File: config.mk
export PLATFORM = sky130hd
export DESIGN_NAME = gg_nal_byte_packer
export DESIGN_NICKNAME = d
export VERILOG_FILES = /design/src/rtl/gg_nal_byte_packer.sv
export SDC_FILE = /design/constraint.sdc
export NUM_CORES = 1
export LEC_CHECK = 0
export ABC_CLOCK_PERIOD_IN_PS = 18900
export CAP_MARGIN = 15
export CORE_MARGIN = 1.5
export CORE_UTILIZATION = 43
export DETAILED_ROUTE_END_ITERATION = 8
export PLACE_DENSITY = 0.71
export SYNTH_ARGS = -nofsm -noshare
export SYNTH_HDL_FRONTEND = slang
export SYNTH_SLANG_ARGS = --single-unit
File: constraint.sdc
create_clock -name clk -period 18.9 [get_ports clk]
set_clock_uncertainty 0.15 [all_clocks]
set_input_delay 5.67 -clock clk [delete_from_list [all_inputs] [get_ports clk]]
set_output_delay 5.67 -clock clk [all_outputs]
set_load 0.01 [all_outputs]
File: src/rtl/gg_nal_byte_packer.sv
// Annex-B byte packer: strips emulation-prevention bytes and packs the remaining
// stream bytes MSB-first into WID-bit words, exposing a 4-byte look-ahead on out_pad.
module gg_nal_byte_packer #(
    parameter int WID = 128
) (
    input  logic             clk,
    input  logic             reset,
    input  logic [7:0]       in_byte,
    input  logic             in_valid,
    input  logic             in_last,
    output logic             in_ready,
    output logic [WID-1:0]   out_bits,
    output logic [31:0]      out_pad,
    output logic [WID/8-1:0] out_nal_start,
    output logic             out_valid,
    input  logic             out_ready,
    output logic [15:0]      epb_count,
    output logic [1:0]       dbg_state
);
    localparam int BYTE_WID = WID / 8;
    localparam int NB       = BYTE_WID + 4;
    localparam int FILL_W   = $clog2(NB + 1);
    localparam logic [FILL_W-1:0] FILL_FULL = FILL_W'(NB);
    localparam logic [FILL_W-1:0] FILL_WORD = FILL_W'(BYTE_WID);

    typedef enum logic [1:0] {
        S_IDLE  = 2'd0,
        S_FILL  = 2'd1,
        S_FLUSH = 2'd2
    } state_t;

    state_t            state_q, state_d;
    logic [7:0]        mem_q [NB];
    logic [7:0]        mem_d [NB];
    logic [FILL_W-1:0] fill_q, fill_d, base;
    logic [1:0]        zrun_q, zrun_d;
    logic              first_q, first_d;
    logic [15:0]       epb_q, epb_d;
    logic              accept, drop, store, consume;

    // Handshakes: a byte moves on in_valid&in_ready, a word on out_valid&out_ready,
    // both sampled at the rising clock edge; neither ready depends on its own valid.
    assign accept  = in_valid & in_ready;
    assign drop    = accept & (in_byte == 8'h03) & (zrun_q == 2'd2);
    assign store   = accept & ~drop;
    assign consume = out_valid & out_ready;

    always_ff @(posedge clk or posedge reset) begin
        if (reset) begin
            state_q <= S_IDLE;
        end else begin
            state_q <= state_d;
        end
    end

    always_comb begin
        state_d = state_q;
        case (state_q)
            S_IDLE:  if (accept) state_d = in_last ? S_FLUSH : S_FILL;
            S_FILL:  if (accept && in_last) state_d = S_FLUSH;
            S_FLUSH: if (fill_d == '0) state_d = S_IDLE;
            default: state_d = S_IDLE;
        endcase
    end

    // in_ready is forced low during reset so nothing is accepted while clearing.
    always_comb begin
        in_ready      = ~reset & (state_q != S_FLUSH) & (fill_q < FILL_FULL);
        out_valid     = (fill_q == FILL_FULL) | ((state_q == S_FLUSH) & (fill_q != '0));
        out_nal_start = '0;
        out_nal_start[BYTE_WID-1] = first_q & out_valid;
        out_bits      = '0;
        out_pad       = '0;
        for (int i = 0; i < BYTE_WID; i++) begin
            if (FILL_W'(i) < fill_q) out_bits[WID-1-8*i -: 8] = mem_q[i];
        end
        for (int j = 0; j < 4; j++) begin
            if (FILL_W'(BYTE_WID + j) < fill_q) out_pad[31-8*j -: 8] = mem_q[BYTE_WID+j];
        end
        dbg_state = state_q;
        epb_count = epb_q;
    end

    // On consume the 4 look-ahead bytes slide to the front; a byte arriving in the
    // same cycle lands just after whatever survives the shift.
    always_comb begin
        for (int i = 0; i < NB; i++) mem_d[i] = mem_q[i];
        base = fill_q;
        if (consume) begin
            for (int i = 0; i < 4; i++) mem_d[i] = mem_q[i+BYTE_WID];
            for (int i = 4; i < NB; i++) mem_d[i] = 8'h00;
            base = (fill_q > FILL_WORD) ? fill_q - FILL_WORD : '0;
        end
        if (store) mem_d[base] = in_byte;
        fill_d = base + {{(FILL_W-1){1'b0}}, store};

        zrun_d = zrun_q;
        if ((state_q == S_FLUSH) && (fill_d == '0)) begin
            zrun_d = 2'd0;
        end else if (accept) begin
            if (!drop && (in_byte == 8'h00)) zrun_d = (zrun_q == 2'd2) ? 2'd2 : zrun_q + 2'd1;
            else zrun_d = 2'd0;
        end

        first_d = first_q;
        if (consume) first_d = 1'b0;
        else if ((state_q == S_IDLE) && accept) first_d = 1'b1;

        epb_d = epb_q;
        if (drop && (epb_q != 16'hFFFF)) epb_d = epb_q + 16'd1;
    end

    always_ff @(posedge clk or posedge reset) begin
        if (reset) begin
            for (int i = 0; i < NB; i++) mem_q[i] <= 8'h00;
            fill_q  <= '0;
            zrun_q  <= 2'd0;
            first_q <= 1'b0;
            epb_q   <= 16'd0;
        end else begin
            for (int i = 0; i < NB; i++) mem_q[i] <= mem_d[i];
            fill_q  <= fill_d;
            zrun_q  <= zrun_d;
            first_q <= first_d;
            epb_q   <= epb_d;
        end
    end

endmodule
==> results.sh <==
export IMPL_status="completed"
export IMPL_root_buffer="clkbuf_16"
export IMPL_drv_slew=0
export IMPL_powerDensity_nw_per_um2=112
export IMPL_clk_pin_slew_ns=0.07
export IMPL_path_class="input pin to primary output"
export IMPL_grt_ovfl_total=0
export IMPL_nNetsFinal=1211
export IMPL_avgSynthCellArea_sq_um=9.35
export IMPL_reg2reg_to="mem_q[153]"
export IMPL_fill_cells=1975
export IMPL_vias=7746
export IMPL_cap_violations=0
export IMPL_r2r_worst_path_cells=6
export IMPL_fmax_ghz=0.0758
export IMPL_utilization=0.561
export IMPL_cts_setup_buffers=0
export IMPL_final_cell_area_sq_um=12300
export IMPL_place_area_sq_um=11700
export IMPL_tritoncts="yes"
export IMPL_routabilityCongestion=0.823
export IMPL_cp_required_ns=13.08
export IMPL_antenna_found_initial=0
export IMPL_path_max_fanout=62
export IMPL_ant_nets=0
export IMPL_via_per_inst=5.21
export IMPL_switching_power_mw=0.466
export IMPL_hold_depth=2
export IMPL_grt_pass1_vias=7498
export IMPL_synth_most_common_cell="nand2_1"
export IMPL_arrival_ns=7.38
export IMPL_ir_worst_vdd_mv=0.0775
export IMPL_regToRegSetupSlack_ns=14.72
export IMPL_p_leak_nw=5.41
export IMPL_io_buffers=193
export IMPL_tightest_slew_ns=1.10
export IMPL_pwr_share_clk=0.268
export IMPL_yosysWarningCount=0
export IMPL_boundaryPins=209
export IMPL_numCtsBuffers=17
export IMPL_rsz0062_at_grt="no"
export IMPL_ys_seq_elements=186
export IMPL_drive_gt1_frac=0.0638
export IMPL_finalHoldViolCount=0
export IMPL_hold_path_end="mem_q[101]"
export IMPL_slew_headroom=0.268
export IMPL_dp_hpwl_um=17500
export IMPL_pre_cts_slack_ns=5.65
export IMPL_area_delta_synth_final_pct=27.7
export IMPL_die_area_sq_um=23300
export IMPL_grt_use_total=0.226
export IMPL_wl_per_cell_um=17.7
export IMPL_die_w_um=153
export IMPL_netlist_area_sq_um=9610
export IMPL_grt_max_degree=96
export IMPL_std_cell_rows=54
export IMPL_cts_sinks=186
export IMPL_fp_dieH_um=153
export IMPL_clock_latency_ns=0.43
export IMPL_hold_path_class="flip-flop to flip-flop"
export IMPL_htree_num_levels=4
export IMPL_firstDrtPassIters=5
export IMPL_synth_commonest_cells="nand2_1 (202), dfrtp_1 (186), nor2b_1 (109)"
export IMPL_async_reset_ff_frac=1.00
export IMPL_startpoint_type="input pin"
export IMPL_hold_buffers=0
export IMPL_switching_share=0.338
export IMPL_start_util=0.439
export IMPL_synth_cells=1028
export IMPL_ctsResizeCount=0
export IMPL_synth_main_ff_cell="dfrtp_1"
export IMPL_yosysTopAreaCell="dfrtp_1"
export IMPL_core_sq_um=21900
export IMPL_synth_top_area_frac=0.484
export IMPL_min_period_ns=13.20
export IMPL_clock_path_buffers=2
export IMPL_grt_pass1_wl_um=41900
export IMPL_drc=0
export IMPL_setup_viol=0
export IMPL_cp_end_kind="primary output"
export IMPL_worst_slack_ns=5.70
export IMPL_p_int_mw=0.915
export IMPL_worst_hold_startpoint="mem_q[101]"
export IMPL_pwr_share_comb=0.320
export IMPL_drt_iter0_markers=485
export IMPL_p_seq_frac=0.413
export IMPL_fin_crit_sh=0.698
export IMPL_ys_types=62
export IMPL_worst_hold_slack_ns=0.349
export IMPL_drt_total_wl_um=26200
export IMPL_synth_edf_count=0
export IMPL_rr_startpoint="fill_q[2]"
export IMPL_ys_seq_area_frac=0.484
export IMPL_finalSetupTns_ns=0
export IMPL_synthTopCellsByArea="dfrtp_1 (48%), nand2_1 (7.9%), mux2i_1 (7.5%)"
export IMPL_antenna_cells=0
-- worst max-delay path, stage by stage --
cell	delay, ns
clkdlybuf4s50_1	0.48
inv_6	0.45
and3_1	0.24
clkdlybuf4s50_1	0.53
-- per-layer routing --
layer | vias to the layer above | routed length [um] | GRT usage
met1 | 3723 | 12000 | 0.317
li1 | 3739 | - | -
met2 | 261 | 12100 | 0.350
met4 | 0 | 299 | 0.0582
met5 | - | 0 | 0
met3 | 23 | 1910 | 0.0597
-- cell families after synthesis --
group	synth area share
simple gates	0.273
flops	0.484
compound gates	0.0886
buf+inv	0.0509
mux	0.0773
xor+xnor	0.0173
fa+ha+maj	0.00859
other cells	0.000390
-- final cells by class --
type	count	area, sq um	area share
timing repair buffer	212	2070	0.169
sequential	186	4650	0.379
tap	280	350	0.0285
clock buffer	19	453	0.0369
clock inverter	13	159	0.0129
multi-input combinational	760	4530	0.368
inverter	16	65.1	0.00530
-- power groups by stage --
stage                     Combinational [mW]  Clock, mW  Sequential (mW)
final                                  0.442      0.369            0.570
after global routing                   0.488      0.389            0.584
after CTS                              0.443      0.375            0.570
after detailed placement               0.442          0            0.575
after global placement                 0.431          0            0.573
after floorplan                        0.295          0            0.545
-- state kept, by name, summed over array words and instances, names as in the netlist --
register / flops
mem_q: 160
epb_count: 16
fill_q: 5
dbg_state: 2
zrun_q: 2
first_q: 1
-- placed cells by master, fill, tap and decap left out, types with 5 or more instances in the layout --
master / instances
nand2_1: 202
clkdlybuf4s50_1: 193
dfrtp_1: 186
nor2b_1: 109
o21ai_1: 108
mux2i_1: 72
nand3_1: 49
and2_1: 43
and3_1: 25
o21ai_0: 18
xnor2_1: 18
buf_4: 18
clkbuf_16: 17
inv_1: 15
conb_1: 15
nor2_1: 14
nand4_1: 8
nor3_1: 6
nand2b_1: 5
nor4_2: 5
ha_1: 5
-- stage by stage --
stage / total power, mW / instances
floorplan: 0.840 / 1042
global placement: 1.00 / 1452
detailed placement: 1.02 / 1452
CTS: 1.39 / 1484
global route: 1.46 / 1486
finish: 1.38 / 1486
-- how the worst max path moves through the flow --
stage,start,cells after the start,endpoint
after floorplan,reset,2,in_ready
after global placement,reset,4,in_ready
after CTS,reset,4,in_ready
after global routing,reset,4,in_ready
after detailed placement,reset,4,in_ready
final,reset,4,in_ready
Note: power is estimated with default switching activity, not from simulation.
